[src/rtl/charmap_blit.sv]
//==============================================================================
// Module : charmap_blit
// Fill/scroll block engine sharing the character-map RAM port with CPU writes.
// Rev    : 1.0 - initial release
//==============================================================================
`default_nettype none

module charmap_blit #(
    parameter int COLS = 40,
    parameter int ROWS = 30
) (
    input  logic        clk,
    input  logic        reset,
    input  logic        cmd_valid,
    output logic        cmd_ready,
    input  logic [1:0]  cmd_op,
    input  logic [7:0]  cmd_char,
    input  logic [7:0]  cmd_fg,
    input  logic [7:0]  cmd_bg,
    output logic        busy,
    output logic        done,
    input  logic        cpu_wr,
    input  logic [2:0]  cpu_sel,
    input  logic [11:0] cpu_addr,
    input  logic [7:0]  cpu_data,
    output logic [11:0] ram_addr,
    output logic [2:0]  ram_we,
    output logic [7:0]  ram_wdata_ch,
    output logic [7:0]  ram_wdata_fg,
    output logic [7:0]  ram_wdata_bg,
    input  logic [7:0]  ram_rdata_ch,
    input  logic [7:0]  ram_rdata_fg,
    input  logic [7:0]  ram_rdata_bg
);

    localparam logic [5:0] c_LAST_COL = 6'(COLS - 1);
    localparam logic [5:0] c_LAST_ROW = 6'(ROWS - 1);
    localparam logic [5:0] c_COPY_UP  = 6'(ROWS - 2);

    typedef enum logic [2:0] {
        IDLE = 3'd0,
        RD   = 3'd1,
        WR   = 3'd2,
        FILL = 3'd3,
        DONE = 3'd4
    } state_t;

    state_t      state_q;
    logic        busy_q;
    logic        done_q;
    logic        down_q;
    logic        cap_q;
    logic [5:0]  row_q;
    logic [5:0]  col_q;
    logic [7:0]  fch_q, ffg_q, fbg_q;
    logic [7:0]  hch_q, hfg_q, hbg_q;

    logic        w_last_col;
    logic [5:0]  w_row_next;
    logic [5:0]  w_src_row;
    logic [5:0]  w_copy_last;
    logic [5:0]  w_fill_last;

    assign w_last_col  = (col_q == c_LAST_COL);
    assign w_row_next  = down_q ? (row_q - 6'd1) : (row_q + 6'd1);
    assign w_src_row   = w_row_next;
    assign w_copy_last = down_q ? 6'd1 : c_COPY_UP;
    assign w_fill_last = down_q ? 6'd0 : c_LAST_ROW;

    always_ff @(posedge clk) begin
        if (reset) begin
            state_q <= IDLE;
            busy_q  <= 1'b0;
            done_q  <= 1'b0;
            down_q  <= 1'b0;
            cap_q   <= 1'b0;
            row_q   <= 6'd0;
            col_q   <= 6'd0;
            fch_q   <= 8'd0;
            ffg_q   <= 8'd0;
            fbg_q   <= 8'd0;
            hch_q   <= 8'd0;
            hfg_q   <= 8'd0;
            hbg_q   <= 8'd0;
        end else begin
            // Read data is valid the cycle after RD; grab it even if that cycle is stolen.
            cap_q <= 1'b0;
            if (cap_q) begin
                hch_q <= ram_rdata_ch;
                hfg_q <= ram_rdata_fg;
                hbg_q <= ram_rdata_bg;
            end
            case (state_q)
                IDLE: begin
                    if (cmd_valid) begin
                        fch_q  <= cmd_char;
                        ffg_q  <= cmd_fg;
                        fbg_q  <= cmd_bg;
                        col_q  <= 6'd0;
                        busy_q <= 1'b1;
                        case (cmd_op)
                            2'd0: begin
                                down_q  <= 1'b0;
                                row_q   <= 6'd0;
                                state_q <= FILL;
                            end
                            2'd1: begin
                                down_q  <= 1'b0;
                                row_q   <= 6'd0;
                                state_q <= RD;
                            end
                            2'd2: begin
                                down_q  <= 1'b1;
                                row_q   <= c_LAST_ROW;
                                state_q <= RD;
                            end
                            default: begin
                                state_q <= DONE;
                                done_q  <= 1'b1;
                            end
                        endcase
                    end
                end
                RD: begin
                    if (!cpu_wr) begin
                        cap_q   <= 1'b1;
                        state_q <= WR;
                    end
                end
                WR: begin
                    if (!cpu_wr) begin
                        col_q <= w_last_col ? 6'd0 : (col_q + 6'd1);
                        if (w_last_col) begin
                            row_q <= w_row_next;
                        end
                        state_q <= (w_last_col && (row_q == w_copy_last)) ? FILL : RD;
                    end
                end
                FILL: begin
                    if (!cpu_wr) begin
                        col_q <= w_last_col ? 6'd0 : (col_q + 6'd1);
                        if (w_last_col) begin
                            row_q <= w_row_next;
                        end
                        if (w_last_col && (row_q == w_fill_last)) begin
                            state_q <= DONE;
                            done_q  <= 1'b1;
                        end
                    end
                end
                DONE: begin
                    state_q <= IDLE;
                    busy_q  <= 1'b0;
                    done_q  <= 1'b0;
                end
                default: begin
                    state_q <= IDLE;
                    busy_q  <= 1'b0;
                    done_q  <= 1'b0;
                end
            endcase
        end
    end

    logic [11:0] w_eng_addr;
    logic [2:0]  w_eng_we;
    logic [7:0]  w_eng_ch, w_eng_fg, w_eng_bg;

    always_comb begin
        w_eng_addr = {row_q, col_q};
        w_eng_we   = 3'b000;
        w_eng_ch   = fch_q;
        w_eng_fg   = ffg_q;
        w_eng_bg   = fbg_q;
        case (state_q)
            RD: w_eng_addr = {w_src_row, col_q};
            WR: begin
                w_eng_we = 3'b111;
                // First WR cycle writes the live read data straight through.
                w_eng_ch = cap_q ? ram_rdata_ch : hch_q;
                w_eng_fg = cap_q ? ram_rdata_fg : hfg_q;
                w_eng_bg = cap_q ? ram_rdata_bg : hbg_q;
            end
            FILL:    w_eng_we = 3'b111;
            default: w_eng_we = 3'b000;
        endcase
        if (reset) begin
            w_eng_we = 3'b000;
        end
    end

    always_comb begin
        if (cpu_wr) begin
            ram_addr     = cpu_addr;
            ram_we       = cpu_sel;
            ram_wdata_ch = cpu_data;
            ram_wdata_fg = cpu_data;
            ram_wdata_bg = cpu_data;
        end else begin
            ram_addr     = w_eng_addr;
            ram_we       = w_eng_we;
            ram_wdata_ch = w_eng_ch;
            ram_wdata_fg = w_eng_fg;
            ram_wdata_bg = w_eng_bg;
        end
    end

    assign cmd_ready = (state_q == IDLE) && !reset;
    assign busy      = busy_q;
    assign done      = done_q;

endmodule

`default_nettype wire

[config.mk]
export PLATFORM = sky130hd
export DESIGN_NAME = charmap_blit
export DESIGN_NICKNAME = d
export VERILOG_FILES = /design/src/rtl/charmap_blit.sv
export SDC_FILE = /design/constraint.sdc
export NUM_CORES = 1
export LEC_CHECK = 0
export BUFFER_PORTS_ARGS = -buffer_cell sky130_fd_sc_hd__buf_2
export CORE_MARGIN = 2
export CORE_UTILIZATION = 49
export CTS_CLUSTER_SIZE = 30
export DETAILED_ROUTE_END_ITERATION = 8
export PLACE_DENSITY = 0.79
export SETUP_SLACK_MARGIN = 0.15
export SYNTH_ARGS = -nofsm -noshare
export SYNTH_HDL_FRONTEND = slang
export SYNTH_SLANG_ARGS = --single-unit
[constraint.sdc]
create_clock -name clk -period 3.7 [get_ports clk]
set_clock_uncertainty 0.2 [all_clocks]
set_input_delay 0.185 -clock clk [delete_from_list [all_inputs] [get_ports clk]]
set_output_delay 0.185 -clock clk [all_outputs]
set_load 0.005 [all_outputs]
== Yosys cells after proc, flatten, opt, wreduce, memory -nomap -nowiden ==
Index checks and enable logic that the tools add are counted.

* $add $sub $neg: 3
* Equality and inequality tests: 17
* Mux-type cells: 43
* Bitwise operators: 3
* Reduce and logical (&&, ||, !) cells: 22

{| class="wikitable"
|+ Operators by type and width
! cell !! count
|-
| $mux W8 || 9
|-
| $mux W6 || 7
|-
| $pmux W6 S2 || 3
|-
| $mux W12 || 2
|-
| $mux W3 || 8
|-
| $reduce_and A5 Y1 || 3
|-
| $ne A2 B2 Y1 const B || 7
|-
| $add A6 B1 Y6 const B || 2
|-
| $eq A6 B5 Y1 || 2
|-
| $pmux W3 S4 || 1
|-
| $mux W5 || 2
|-
| $reduce_or A2 Y1 || 5
|-
| $eq A3 B2 Y1 const B || 2
|-
| $eq A6 B6 Y1 const B || 1
|-
| $mux W1 || 6
|-
| $pmux W3 S2 || 1
|-
| $reduce_and A3 Y1 || 2
|-
| $reduce_or A3 Y1 || 2
|-
| $sub A6 B1 Y6 const B || 1
|-
| $pmux W1 S2 || 2
|-
| $reduce_and A2 Y1 || 2
|-
| $reduce_bool A2 Y1 || 2
|-
| $eq A3 B1 Y1 const B || 1
|-
| $logic_and A1 B1 Y1 || 3
|-
| other kinds (10) || 12
|}

* Register bits after elaboration: 67
* Bits of input ports: 77
* Output and inout bits: 42
* Logic and storage cells: 101

== Logic depth before layout (Yosys ltp) ==
Gate-level depths: netlist (run 1).

* Depth in word-level cells: 6
* Gate-level depth with buffers: 8
* Depth with buffers taken out: 6

== Worst setup path after synthesis (run 1) ==
OpenSTA, ideal clock, no wires.

* Kind: register to output
* From: reg down_q
* To: out ram_addr[11]
* Arrival time: 1639 ps
* Required time: 3315 ps
* Setup slack: 1676 ps
* Stages on the path, launching flop included: 7
* Path buffers: 0
* Cells stage by stage: dfxtp_1 ha_1 a211oi_1 o21bai_1 a21oi_1 xnor2_1 o31ai_1

* Cells in the longest elaborated chain, start to end: 3

{| class="wikitable"
|+ RTL lines
! what !! RTL line !! text
|-
| start, declared || 51 || <nowiki>logic down_q;</nowiki>
|-
| start signal, assigned || 75 || <nowiki>down_q <= 1'b0;</nowiki>
|-
| start signal, assigned || 103 || <nowiki>down_q <= 1'b0;</nowiki>
|-
| start signal, assigned || 108 || <nowiki>down_q <= 1'b0;</nowiki>
|-
| $mux W6 || 65 || <nowiki>assign w_row_next = down_q ? (row_q - 6'd1) : (row_q + 6'd1);</nowiki>
|-
| $mux W12 || 175 || <nowiki>case (state_q)</nowiki>
|-
| $mux W12 || 193 || <nowiki>if (cpu_wr) begin</nowiki>
|-
| end, declared || 26 || <nowiki>output logic [11:0] ram_addr,</nowiki>
|}

Every way passes these cells.

== Worst setup path after layout (run 1) ==
* From: reg state_q[1]
* To: out ram_wdata_ch[5]

* Cells in the longest elaborated chain, start to end: 3

{| class="wikitable"
|+ RTL lines
! what !! RTL line !! text
|-
| start, declared || 48 || <nowiki>state_t state_q;</nowiki>
|-
| start signal, assigned || 136 || <nowiki>state_q <= (w_last_col && (row_q == w_copy_last)) ? FILL : RD;</nowiki>
|-
| $eq A3 B2 Y1 || 175 ||
|-
| $mux W8 || 175 ||
|-
| $mux W8 || 193 ||
|-
| end, declared || 28 || <nowiki>output logic [7:0] ram_wdata_ch,</nowiki>
|}

Every way passes these cells.

==> out/metrics.cfg, run 1 <==
[run_status]
status = finished clean

[detailed_routing]
wl_per_cell_um = 14.61
vias = 3631
via_per_inst = 5.403
first_pass_iters = 4
drt-initial-drc-count = 240
drt-total-wl_um = 9815
drc_errors = 0
antenna_left = 0

[clocking]
clockRootBuffer = clkbuf_8
cts_made_buffers = 9
cts_tree = done
cts_max_level = 3
hold_buffers = 50
ctsResizeCount = 0
path_clk_slew_ps = 70
post_cts_buffers = 0
clockBufferDepth = 2
cts.sinks = 67
clock_latency_ps = 350

[synth]
syn-num-nets = 516
yosys.area_share.simple = 0.2107
yosysTopAreaCellShare = 0.3984
ys_ff_latch = 67
ys_warn_count = 0
seq_area_frac_synth = 0.3984
synth.cell_area_mm2 = 0.003367
synth.area.mux_share = 0.1033
synthXorXnorAreaFrac = 0.02861
synth-edff-count = 0
ys_dominant_reg_cell = dfxtp_1
syn_inst = 433
syn_area_per_cell_um2 = 7.776
synth_compound_area_frac = 0.1951
async_reset_ff_frac = 0
synth_area_leaders = dfxtp_1, nand2_1, o21ai_0
yosys.cell_types.count = 44
synth_top_family_by_area = simple AND/OR/NAND/NOR gates
synth-adder-area-share = 0.02453
yosysTopAreaCell = dfxtp_1

[sta]
slew_headroom = 0.3984
grt_setup_unrepaired = false
worst_pin_slew_ps = 901.4
hold_viol_final = 0
drv_slew = 0
whs_ps = 12.13
finalCritPeriodShare = 0.8356
finalSetupViolCount = 0
tns_ps = 0
layout_min_cycle_time_ps = 3092
fmax_mhz = 323.4

[worst_setup_path]
startpoint_type = register
crit_arrival_ps = 2710
cp_common_cell = o21ai_0
worstPathRequired_ps = 3310
critPathKind = register to output pin
crit_chain = nand2b_1, nor2_2, buf_4, o21ai_0, o21ai_0, buf_2
regToRegSetupSlack_ps = 1260
reg2reg_depth = 6
critPathMaxFanout = 25
cp_slowest_stage_delay_ps = 740
critPathSlowestCell = nor2_2
worstSetupEndpointType = output pin

[placement]
gp_congestion = 0.8581
hpwlAfterDp_um = 6426
io_buffers = 118

[floorplanning]
die_h_um = 86.90
ios = 119
start_util = 0.5011
die_w_um = 86.90
die_area_mm2 = 0.007551
row_count = 30
coreArea_mm2 = 0.006719

[power]
leakagePower_nw = 2.028
total_power_w = 0.002641
ir_drop_uv = 358.4
pwr_density_cell_mw_per_mm2 = 561.6

[finish]
syn2layout_area_growth_pct = 39.69
final_cell_mix = buf_2, nand2_1, dfxtp_1
layout_commonest_cell = buf_2
drive_gt1_frac = 0.2534
antenna_cells = 0
nets = 670

[global_route]
grt_max_degree = 68
antenna_found_initial = 0
gr-total-overflow = 0
grt_usage = 0.2621
grt_pass1_vias = 3390
grt_pass1_wl_um = 15390

[worst_hold_path]
hold_depth = 4
min_path_type = primary input to register

[job]
drv_cap = 0

per-layer routing:
layer | track usage | wire (µm) | vias up
met5 | 0 | 0 | -
met1 | 0.3199 | 4112 | 1659
met3 | 0.04834 | 598 | 30
li1 | - | - | 1804
met2 | 0.4365 | 4779 | 138
met4 | 0.1406 | 325 | 0
critical path, delay by kind of cell, from the launching register on:
kind / cells / cell delay [ps]
AND/OR/NAND/NOR: 2 / 990
buffers and inverters: 2 / 530
AO/OA/AOI/OAI: 2 / 290
flip-flops: 1 / 540
layout make-up:
cell class / count / area, µm²
well taps: 80 / 100.1
fillers: 548 / 2016
clock inverters: 6 / 90.09
clock buffers: 10 / 127.6
multi-input cells: 333 / 1901
inverters: 2 / 7.507
repair buffers: 174 / 1136
flip-flops and latches: 67 / 1341
worst paths after layout:
check / start / endpoint
worst min register to register: ffg_q[7] / ffg_q[7]
worst max register to register: state_q[2] / row_q[0]
worst max-delay path: state_q[1] / ram_wdata_ch[5]
worst min-delay path: cmd_op[0] / down_q
synthesized netlist by cell type (3+ instances only):
| master | count |
|---|---|
| a211oi_1 | 3 |
| a21o_1 | 6 |
| a21oi_1 | 33 |
| buf_1 | 4 |
| buf_2 | 4 |
| clkbuf_1 | 22 |
| dfxtp_1 | 67 |
| ha_1 | 5 |
| mux2_2 | 6 |
| mux2i_1 | 28 |
| nand2_1 | 93 |
| nand2b_1 | 5 |
| nand4_1 | 4 |
| nor2_1 | 42 |
| nor3_1 | 9 |
| o21ai_0 | 57 |
| xnor2_1 | 7 |
| xor2_1 | 4 |
state kept, by name, indices dropped and copies added (netlist names):
name,cells
busy,1
cap_q,1
col_q,6
done,1
down_q,1
fbg_q,8
fch_q,8
ffg_q,8
hbg_q,8
hch_q,8
hfg_q,8
row_q,6
state_q,3
where the power goes:
group	leakage (nW)	switching [W]	internal, W	total [W]
Sequential	0.546	0.000110	0.000837	0.000947
Clock	0.106	0.000285	0.000380	0.000665
Combinational	1.38	0.000590	0.000439	0.00103
Total	2.03	0.000985	0.00166	0.00264
kinds of logic (layout without fill, tap and decap cells):
logic type,Yosys count,after routing
xor+xnor,11,11
compound gates,115,115
mux,34,34
buf+inv,33,192
flops,67,67
fa+ha+maj,6,6
simple gates,167,167
stage by stage:
stage | area [µm²] | utilization | std cells | worst slack (ps)
3_3_place_gp | 3985 | 0.5931 | 606 | 1154
4_1_cts | 4703 | 0.7000 | 672 | 675.7
6_report | 4703 | 0.7000 | 672 | 608.2
2_1_floorplan | 3367 | - | 433 | 1676
3_5_place_dp | 3985 | 0.5931 | 606 | 1061
5_1_grt | 4703 | 0.7000 | 672 | 426.5
Note: power is estimated with default switching activity, not from simulation.
==> run 2, diff against run 1 <==
ABC_AREA = 1   (was unset)
PLACE_DENSITY = 0.78   (was 0.79)
clock period = 2.9 ns   (was 3.7 ns; I/O delays follow)
==> out/metrics.cfg, run 2 <==
[run_status]
status = finished clean

[worst_setup_path]
crit_arrival_ps = 2240
critPathMaxFanout = 48
startpoint_type = register
reg2reg_depth = 5
regToRegSetupSlack_ps = 920
reg2reg_from = state_q[2]
worstPathRequired_ps = 2560
worstSetupEndpointType = output pin
critPathKind = register to output pin
worstReg2RegEnd = fch_q[6]

[worst_hold_path]
min_path_type = primary input to register
hold_depth = 2
hold_start = reset
hold_end = hch_q[6]

[power]
p_int_w = 0.002026
p_switching_w = 0.001326
leakagePower_nw = 2.165
clock_power_share = 0.231
total_power_w = 0.003352
seqPwrFrac = 0.357
pwr_density_cell_mw_per_mm2 = 694.0
sw_frac_of_total = 0.3956
ir_drop_uv = 388.1
p_comb_frac = 0.412

[synth]
yosys.cell_types.count = 32
syn-num-nets = 591
synthTopCellsByCount = nand2_1, dfxtp_1, o21ai_0, nor2_1, a21oi_1
async_reset_ff_frac = 0
yosysTopAreaCellShare = 0.3811
synth.most_common_cell = nand2_1
synth.cell_area_mm2 = 0.003520
seq_area_frac_synth = 0.3811
syn_area_per_cell_um2 = 6.928
synth_area_leaders = dfxtp_1, nand2_1, o21ai_0
synth-edff-count = 0
ys_dominant_reg_cell = dfxtp_1
ys_ff_latch = 67
yosysTopAreaCell = dfxtp_1
ys_warn_count = 0
syn_inst = 508

[global_route]
grt_max_degree = 49
grt_usage = 0.2640
antenna_found_initial = 0
gr-total-overflow = 0
grt_pass1_wl_um = 16180
grt_pass1_vias = 3660

[clocking]
clockRootBuffer = clkbuf_8
cts_tree = done
clockBufferDepth = 2
post_cts_buffers = 0
cts_made_buffers = 9
cts_max_level = 3
clock_latency_ps = 340
path_clk_slew_ps = 80
cts.sinks = 67

[sta]
drv_slew = 0
tns_ps = 0
hold_viol_final = 0
finalCritPeriodShare = 0.8913
setup_ws_ps = 315.3
layout_min_cycle_time_ps = 2585
slew_headroom = 0.5474
fmax_mhz = 386.9
finalSetupViolCount = 0
grt_setup_unrepaired = false
worst_pin_slew_ps = 677.9

[placement]
place_ws_ps = 811.5
gp_congestion = 0.9902
hpwlAfterDp_um = 6871
dp_cells = 701
io_buffers = 118

[finish]
layout_commonest_cell = nand2_1
drive_gt1_frac = 0.2325
ff_latch_area_mm2 = 0.001341
instances_no_fill = 767
final_cell_mix = nand2_1, buf_2, dfxtp_1
postLayoutCoreUtil = 0.7031
antenna_cells = 0
n_fill_cell = 541
syn2layout_area_growth_pct = 37.22
nets = 749
multi_input_area_mm2 = 0.001929

[detailed_routing]
vias = 3983
wl_per_cell_um = 13.66
antenna_left = 0
drt-initial-drc-count = 159
first_pass_iters = 4
via_per_inst = 5.193
drc_errors = 0
drt-total-wl_um = 10480

[floorplanning]
die_area_mm2 = 0.007877
coreArea_mm2 = 0.006869
ios = 119
row_count = 30
die_w_um = 88.75
start_util = 0.5124
die_h_um = 88.75

[job]
drv_cap = 0

==> run 2: cell types whose count changed after synthesis, sizes merged, moves of 4 or more <==
cell,previous run,this run
nor2,42,47
o21ai,59,63
a21oi,33,44
xor2,4,0
mux2,6,0
mux2i,28,24
xnor2,7,1
nand2,93,154
clkbuf,22,14
nand3,2,25
a21o,6,0
inv,2,33
nand2b,5,0
==> run 2: through the flow <==
step | hold slack [ps] | cell area [µm²]
floorplan | 87.93 | 3520
global placement | 202.3 | 4135
detailed placement | 203.3 | 4135
CTS | 23.99 | 4830
global route | 37.74 | 4830
finish | 34.93 | 4830
==> run 2: power groups by stage <==
stage	combinational (W)	sequential, W	clock [W]
2_1_floorplan	0.000966	0.00118	0
3_3_place_gp	0.00128	0.00120	0
3_5_place_dp	0.00131	0.00121	0
4_1_cts	0.00137	0.00119	0.000785
5_1_grt	0.00155	0.00121	0.000823
6_report	0.00138	0.00120	0.000773
==> run 2: layer usage <==
layer,global-route usage,wire [µm],vias to the layer above
met1,0.3065,4253,1796
met3,0.06157,773,21
met5,0,0,-
met4,0.09504,182,0
met2,0.4722,5270,178
li1,-,-,1988
==> run 2: worst max-delay path: stages, from the launching register on <==
cell and delay [ps]:
dfxtp_1 390, inv_2 150, nand3_1 140, inv_2 530
o21ai_0 200, o21ai_0 300, buf_2 180
==> run 2: how the worst max path moves through the flow <==
| stage | slack (ps) | cells past startpoint | to | from |
|---|---|---|---|---|
| finish | 320 | 6 | ram_wdata_fg[1] | state_q[0] |
| global route | 170 | 6 | ram_wdata_fg[1] | state_q[0] |
| CTS | 430 | 6 | ram_wdata_ch[3] | state_q[0] |
| detailed placement | 810 | 6 | ram_wdata_ch[3] | state_q[0] |
| global placement | 840 | 5 | ram_wdata_ch[3] | state_q[1] |
| floorplan | 1200 | 9 | ram_addr[11] | down_q |
==> run 2: cell families (layout without fill, tap and decap cells) <==
kind of cell | after synthesis | count (layout) | synth area share
AND/OR/NAND/NOR | 241 | 241 | 0.2919
AO/OA/AOI/OAI | 111 | 111 | 0.1621
flip-flops | 67 | 67 | 0.3811
buffers and inverters | 58 | 221 | 0.07074
multiplexers | 24 | 24 | 0.06825
adder cells (fa/ha/maj) | 6 | 6 | 0.02346
XOR/XNOR | 1 | 1 | 0.002489
==> run 2: final cells by class <==
type                            instances  share of cell area
Tap cell                               96             0.02487
Multi-Input combinational cell        383              0.3995
Sequential cell                        67              0.2777
Clock inverter                          5             0.01088
Clock buffer                           11             0.02927
Inverter                               33             0.02565
Timing Repair Buffer                  172              0.2321
==> run 2: timing repair <==
action,4_1_cts,5_1_grt
gates resized for setup,0,0
hold endpoints to repair,49,0
hold buffers,50,0
==> run 3, diff against run 2 <==
ABC_AREA = unset   (was 1)
PLACE_DENSITY = 0.79   (was 0.78)
==> out/metrics.cfg, run 3 (synthesized netlist as in run 1, its figures left out) <==
[clocking]
clock_latency_ps = 330
post_cts_buffers = 0
cts_tree = done
path_clk_slew_ps = 70
cts_max_level = 3
cts.sinks = 67
cts_made_buffers = 9
clockBufferDepth = 2
clockRootBuffer = clkbuf_8

[detailed_routing]
drt-initial-drc-count = 277
via_per_inst = 5.386
vias = 3630
wl_per_cell_um = 14.45
drt-total-wl_um = 9738
antenna_left = 0
drc_errors = 0
first_pass_iters = 5

[sta]
hold_viol_final = 0
grt_setup_unrepaired = true
finalCritPeriodShare = 0.8965
drv_slew = 0
whs_ps = 56.20
finalSetupViolCount = 0
fmax_mhz = 384.7
tns_ps = 0
slew_headroom = 0.5353
layout_min_cycle_time_ps = 2600
worst_pin_slew_ps = 697.0

[power]
sw_frac_of_total = 0.3817
seqPwrFrac = 0.365
leakagePower_nw = 2.026
p_switching_w = 0.001260
p_int_w = 0.002042
pwr_density_cell_mw_per_mm2 = 700.5
ir_drop_uv = 354.1
clock_power_share = 0.229
p_comb_frac = 0.406

[worst_setup_path]
worstPathRequired_ps = 2960
worstSetupEndpointType = register
critPathMaxFanout = 25
crit_arrival_ps = 2660
critPathKind = register to register
startpoint_type = register

[worst_hold_path]
min_path_type = primary input to register

[finish]
drive_gt1_frac = 0.2559
postLayoutCoreUtil = 0.7017
n_fill_cell = 531
syn2layout_area_growth_pct = 40.02
nets = 672
final_cell_area_mm2 = 0.004715
final_cell_mix = buf_2, nand2_1, dfxtp_1
antenna_cells = 0
layout_commonest_cell = buf_2

[placement]
io_buffers = 118
placed_area_mm2 = 0.004005
gp_congestion = 0.9378
hpwlAfterDp_um = 6276

[floorplanning]
die_h_um = 86.90
start_util = 0.5011
die_w_um = 86.90
die_area_mm2 = 0.007551
coreArea_mm2 = 0.006719
ios = 119
row_count = 30

[global_route]
antenna_found_initial = 0
grt_pass1_wl_um = 15460
grt_pass1_vias = 3452
gr-total-overflow = 0
grt_max_degree = 60
grt_usage = 0.2595

[job]
drv_cap = 0

[run_status]
status = finished clean

-- run 3: changes by cell type in the layout (fill, tap and decap cells not counted), moves of 8 or more --
cell	delta
inv_2	-8
a21oi_1	-10
nand3_1	-21
nand2_1	-58
inv_1	-23
-- run 3: path summary, 6_finish.rpt --
| kind | to | depth (start not counted) | slack (ps) | start |
|---|---|---|---|---|
| worst max-delay path | down_q | 6 | 300 | state_q[2] |
| worst min-delay path | state_q[0] | 4 | 60 | cmd_op[0] |
| worst max register to register | down_q | 6 | 300 | state_q[2] |
| worst min register to register | ffg_q[1] | 2 | 250 | ffg_q[1] |
-- run 3: layer usage --
layer / vias to the layer above / global-route usage / share of wire
met3: 28 / 0.04360 / 0.057
li1: 1802 / - / -
met1: 1645 / 0.3122 / 0.41
met4: 0 / 0.1321 / 0.035
met5: - / 0 / 0
met2: 155 / 0.4441 / 0.50
-- run 3: layout make-up --
type	instances	area (µm²)	area share
multi-input combinational	333	1901	0.4031
sequential	67	1343	0.2848
timing repair buffer	176	1170	0.2481
clock buffer	10	127.6	0.02707
tap	80	100.1	0.02123
clock inverter	6	66.31	0.01407
inverter	2	7.507	0.001592
-- run 3: critical path, cell delays in order, from the launching register on --
cell	delay [ps]
dfxtp_1	440
or4b_1	650
buf_4	270
nor2_1	110
nor2_1	50
a211oi_1	230
dlygate4sd3_1	590
-- run 3: power groups by stage --
stage               clock (W)  sequential [W]  combinational (W)
floorplan                   0         0.00116           0.000919
global placement            0         0.00121            0.00124
detailed placement          0         0.00122            0.00126
CTS                  0.000771         0.00120            0.00132
global route         0.000808         0.00123            0.00151
finish               0.000755         0.00121            0.00134
-- run 3: what timing repair did --
action	4_1_cts	5_1_grt
hold endpoints to repair	50	0
endpoints found under the setup margin	0	2
gates resized for setup	0	2
hold buffers	51	0
-- run 3: stage by stage --
stage,setup slack [ps],total power [W],std cells
5_1_grt,143.2,0.003541,674
6_report,300.3,0.003302,674
4_1_cts,308.4,0.003294,674
3_3_place_gp,708.1,0.002457,607
3_5_place_dp,647.1,0.002482,607
2_1_floorplan,890.7,0.002074,433
